$ cat config.mk
export PLATFORM = sky130hd
export DESIGN_NAME = bsmm_operand_loader
export DESIGN_NICKNAME = d
export VERILOG_FILES = /design/src/rtl/bsmm_pkg.sv /design/src/rtl/bsmm_operand_loader.sv
export SDC_FILE = /design/constraint.sdc
export NUM_CORES = 1
export LEC_CHECK = 0
export CORE_MARGIN = 2
export CORE_UTILIZATION = 45
export CTS_CLUSTER_DIAMETER = 50
export CTS_CLUSTER_SIZE = 24
export DETAILED_ROUTE_END_ITERATION = 6
export GPL_ROUTABILITY_DRIVEN = 0
export PLACE_DENSITY_LB_ADDON = 0.1
export SKIP_LAST_GASP = 1
export SLEW_MARGIN = 5
export SYNTH_ARGS = -nofsm -noshare
export SYNTH_HDL_FRONTEND = slang
export SYNTH_SLANG_ARGS = --single-unit
$ cat constraint.sdc
create_clock -name clk -period 2 [get_ports clk]
set_input_delay 0.4 -clock clk [delete_from_list [all_inputs] [get_ports clk]]
set_output_delay 0.4 -clock clk [all_outputs]
set_load 0.02 [all_outputs]
$ cat src/rtl/bsmm_pkg.sv
// Shared constants and types for the bit-serial matrix multiply operand path.
package bsmm_pkg;

  localparam int unsigned NUM_VALUES   = 10;
  localparam int unsigned NUM_RESULTS  = 15;
  localparam int unsigned WORD_W       = 32;
  localparam int unsigned MULT_LATENCY = 64;

  typedef logic [WORD_W-1:0]                  word_t;
  typedef logic [NUM_VALUES-1:0][WORD_W-1:0]  values_t;

  typedef enum logic [1:0] {
    FILL,
    FIRE,
    WAIT
  } loader_state_t;

endpackage

$ cat src/rtl/bsmm_operand_loader.sv
// Collects a frame of operand words, launches the multiplier and holds the
// operands stable until the multiplier result is valid.
module bsmm_operand_loader
  import bsmm_pkg::*;
#(
  parameter int unsigned NUM_VALUES   = bsmm_pkg::NUM_VALUES,
  parameter int unsigned WORD_W       = bsmm_pkg::WORD_W,
  parameter int unsigned MULT_LATENCY = bsmm_pkg::MULT_LATENCY
) (
  input  logic                               clk,
  input  logic                               rst,
  input  logic                               in_valid,
  output logic                               in_ready,
  input  logic [WORD_W-1:0]                  in_data,
  input  logic                               in_last,
  output logic [NUM_VALUES-1:0][WORD_W-1:0]  values,
  output logic                               start,
  output logic                               busy,
  output logic                               result_valid,
  output logic                               frame_error
);

  localparam int unsigned IDX_W = (NUM_VALUES > 1) ? $clog2(NUM_VALUES) : 1;
  localparam int unsigned CNT_W = $clog2(MULT_LATENCY + 1);
  localparam logic [IDX_W-1:0] LAST_IDX = IDX_W'(NUM_VALUES - 1);
  localparam logic [CNT_W-1:0] CNT_LOAD = CNT_W'(MULT_LATENCY - 1);

  loader_state_t                      state_q, state_d;
  logic [IDX_W-1:0]                   idx_q, idx_d;
  logic [CNT_W-1:0]                   cnt_q, cnt_d;
  logic [NUM_VALUES-1:0][WORD_W-1:0]  values_q, values_d;
  logic                               err_q, err_d;
  logic                               accept;
  logic                               frame_end;

  always_ff @(posedge clk) begin
    if (rst) begin
      state_q  <= FILL;
      idx_q    <= '0;
      cnt_q    <= '0;
      values_q <= '0;
      err_q    <= 1'b0;
    end else begin
      state_q  <= state_d;
      idx_q    <= idx_d;
      cnt_q    <= cnt_d;
      values_q <= values_d;
      err_q    <= err_d;
    end
  end

  always_comb begin
    state_d   = state_q;
    idx_d     = idx_q;
    cnt_d     = cnt_q;
    values_d  = values_q;
    err_d     = err_q;
    accept    = in_valid && (state_q == FILL);
    frame_end = accept && (in_last || (idx_q == LAST_IDX));
    case (state_q)
      FILL: begin
        if (accept) begin
          // An early in_last zeroes every slot above the word just written.
          for (int unsigned i = 0; i < NUM_VALUES; i++) begin
            if (i == 32'(idx_q)) begin
              values_d[i] = in_data;
            end else if (in_last && (i > 32'(idx_q))) begin
              values_d[i] = '0;
            end
          end
          if (frame_end) begin
            idx_d   = '0;
            err_d   = !in_last;
            state_d = FIRE;
          end else begin
            idx_d = idx_q + IDX_W'(1);
          end
        end
      end
      FIRE: begin
        cnt_d   = CNT_LOAD;
        state_d = WAIT;
      end
      WAIT: begin
        if (cnt_q == '0) begin
          err_d   = 1'b0;
          state_d = FILL;
        end else begin
          cnt_d = cnt_q - CNT_W'(1);
        end
      end
      default: state_d = FILL;
    endcase
  end

  always_comb begin
    in_ready     = !rst && (state_q == FILL);
    start        = !rst && (state_q == FIRE);
    busy         = !rst && ((state_q == FIRE) || (state_q == WAIT));
    result_valid = !rst && (state_q == WAIT) && (cnt_q == '0);
    frame_error  = start && err_q;
    values       = values_q;
  end

endmodule

==> results.rst <==
.. list-table::
   :header-rows: 1

   * - Metric
     - Value
   * - Status
     - finished, violations left
   * - Failing checks
     - setup timing
   * - 1st-pass router iterations
     - 5
   * - Total die area
     - 0.0283 mm²
   * - Via count
     - 11351
   * - Library cell occupying the most area in the post-synthesis netlist
     - dfxtp_1
   * - CP Capture Type
     - output pin
   * - Final non-filler cell area
     - 0.0180 mm²
   * - Peak supply drop
     - 609 µV
   * - Flip-flop and latch count after synthesis
     - 334
   * - Worst hold margin
     - 0.148 ns
   * - Placed cell count
     - 1977
   * - Die extent in y
     - 168 µm
   * - Number of inserted diodes
     - 0
   * - Hold WC Path Type
     - in -> reg
   * - Share of cells above drive strength 1
     - 11.7%
   * - Clock tree buffer depth
     - 3
   * - Pleak
     - 6.68 nW
   * - Synth cell types
     - 48
   * - Combined area of the multi-input logic cells
     - 0.00495 mm²
   * - Die width
     - 168 µm
   * - Dominant delay contributor by cell family on the critical path
     - simple AND/OR/NAND/NOR gates
   * - Largest fanout on the critical path
     - 2
   * - Final cell count without fillers
     - 2049
   * - Count of pins on the block boundary
     - 361
   * - Worst skew pair latency
     - 0.51 ns
   * - Predominant post-synthesis flop cell
     - dfxtp_1
   * - Area of the mapped netlist
     - 0.0121 mm²
   * - Inserted Clock Buffers
     - 36
   * - FF+latch area
     - 0.00669 mm²
   * - Synth Net Count
     - 1384
   * - DRT iter0 DRCs
     - 802
   * - # nets final
     - 1728
   * - Global-route wire length before repair
     - 64.6 mm
   * - Sinks on Clock Net
     - 334
   * - Required time of the critical path
     - 1.60 ns
   * - Type of the worst setup path
     - reg -> out
   * - Clk slew on worst S/H paths
     - 0.06 ns
   * - Initial core utilization
     - 45.3%
   * - Main area contributors after synthesis
     - dfxtp_1 55%, a22o_1 7.1%, a21oi_1 7.0%
   * - Gate count of the mapped netlist
     - 1339
   * - Chain of cells forming the critical path
     - inv_2 -> ha_4 -> nand4bb_1 -> or4_4 -> nor2_4 -> buf_6
   * - Avg Inst Size Synth
     - 9.05 µm²
   * - Final Hold Violating Endpoints
     - 0
   * - Total power per unit cell area
     - 855 mW/mm²
   * - Count of buffers from port buffering
     - 360
   * - HPWL reported at the end of detailed placement
     - 28.3 mm
   * - CTS Root Cell
     - clkbuf_16
   * - CP startpoint kind
     - register
   * - Minimum clock period after layout
     - 2.28 ns
   * - Share of flip-flops with an asynchronous set or reset
     - 0%
   * - Tcrit/Tclk final
     - 114%
   * - Post-Route Skew
     - 0.0114 ns
   * - Area share of the largest cell type after synthesis
     - 55.2%
   * - Number of inserted filler cells in the final layout
     - 2150
   * - Post-DP Area
     - 0.0165 mm²
   * - Number of nets with antenna violations after detailed routing
     - 0
   * - Seq/Total Area, Yosys
     - 55.2%
   * - Biggest cell delay along the critical path
     - 0.47 ns
   * - Worst slack at placement
     - -0.331 ns
   * - Clock tree from TritonCTS
     - yes
   * - Post-route worst setup slack
     - -0.281 ns
   * - Overall fraction of global-route tracks in use
     - 29.3%
   * - Relative slew slack
     - 57.5%
   * - Max-slew violation total from the final report
     - 0
   * - Leading cell types by count after synthesis
     - 334 x dfxtp_1, 199 x nand2_1, 169 x a21oi_1
   * - Antenna violations before repair
     - 0
   * - Area added between synthesis and finish
     - 48.4%
   * - FMAX
     - 438 MHz
   * - Total number of placement rows
     - 60
   * - H-Tree Level Count
     - 2
   * - DRC viols
     - 0
   * - Detailed-route wire length
     - 43.1 mm
   * - Unrepaired setup endpoints after global routing
     - true
   * - Number of warnings issued by yosys
     - 0
   * - Crit path buffers/inverters
     - 2
   * - Library cell contributing the largest single delay on the critical path
     - or4_4
   * - Setup-failing EPs final
     - 1
   * - Total of hold buffers inserted after clock tree synthesis
     - 0
   * - Vias/cell
     - 5.54
   * - Total core area
     - 0.0267 mm²
   * - EDFF count, synth
     - 0
   * - Via count of the first global-routing pass
     - 10718
   * - Cell with the most instances after synthesis
     - dfxtp_1
   * - Data arrival time of the critical path
     - 1.88 ns
   * - Total power consumption of the routed design
     - 0.0154 W
   * - Max-cap violation count
     - 0
   * - Total overflow reported by the global router
     - 0
   * - Per-cell routed wire length
     - 21.0 µm
   * - Largest net degree at the start of global routing
     - 103
   * - Pin slew with the least headroom to its limit
     - 0.636 ns
[area by class of cell]
type / instances / area share, %
multi-input cells: 848 / 27.5
repair buffers: 454 / 25.6
inverters: 9 / 0.188
flip-flops and latches: 334 / 37.2
clock inverters: 23 / 1.77
clock buffers: 40 / 5.32
well taps: 341 / 2.37
[state kept, by name (all words and copies together), names as in the netlist]
| name | count |
|---|---|
| cnt_q | 7 |
| err_q | 1 |
| state_q | 2 |
| values | 320 |
| idx_q | 4 |
[logic make-up (layout without fill, tap and decap cells)]
kind of cell    after synthesis  in the layout  share of synthesized area, %
compound gates              323            323                          17.6
xor+xnor                      1              1                        0.0723
fa+ha+maj                     9              9                         0.929
buf+inv                     157            526                          5.33
flops                       334            334                          55.2
mux                          34             34                          2.82
simple gates                481            481                          18.1
[what timing repair did]
item,in CTS,in global routing
buffers inserted,12,2
pin swaps,2,7
endpoints found under the setup margin,101,35
endpoints found under the hold margin,0,0
resized for setup,29,28
[per-layer routing]
layer  wire, µm  vias to the layer above  global-route usage (%)
met2      20300                      484                    49.0
met3       3930                       73                    8.79
met5          0                        -                       0
met4       1130                        0                    8.25
met1      17700                     5483                    36.8
li1           -                     5311                       -
[metrics by stage]
step / util, % / setup TNS [ns]
after detailed placement: 61.9 / -49.86
after CTS: 67.0 / -0.847
after global placement: 61.9 / -39.32
after global routing: 67.3 / -0.341
after floorplan: - / 0
final: 67.3 / -0.281
[worst paths after layout]
| path | startpoint | endpoint | slack (ns) | depth (start not counted) |
|---|---|---|---|---|
| min | rst | values[129] | 0.15 | 2 |
| max reg2reg | state_q[0] | values[214] | 0.12 | 8 |
| min reg2reg | values[169] | values[169] | 0.45 | 2 |
| max | state_q[0] | result_valid | -0.28 | 6 |
[power breakdown]
group          total, W  internal (W)  switching, W
clock network   0.00717       0.00422       0.00295
logic           0.00140      0.000519      0.000885
registers       0.00679       0.00674     0.0000504
[cell usage in the layout, fill, tap and decap left out, types with 5 or more instances in the layout]
master	synthesis	routed
a21oi_1	169	167
a22o_1	98	98
a22oi_1	33	32
and2_0	30	30
and2_1	6	5
buf_12	0	23
buf_4	0	70
bufinv_16	0	5
clkbuf_16	0	37
clkdlybuf4s50_1	0	353
dfxtp_1	334	328
dfxtp_2	0	6
ha_1	9	5
inv_2	1	5
inv_6	0	7
inv_8	0	6
mux2i_1	33	33
nand2_1	199	199
nand3_1	134	133
nor2_1	77	75
nor3_1	6	5
Power figures use the tool's default switching activity.
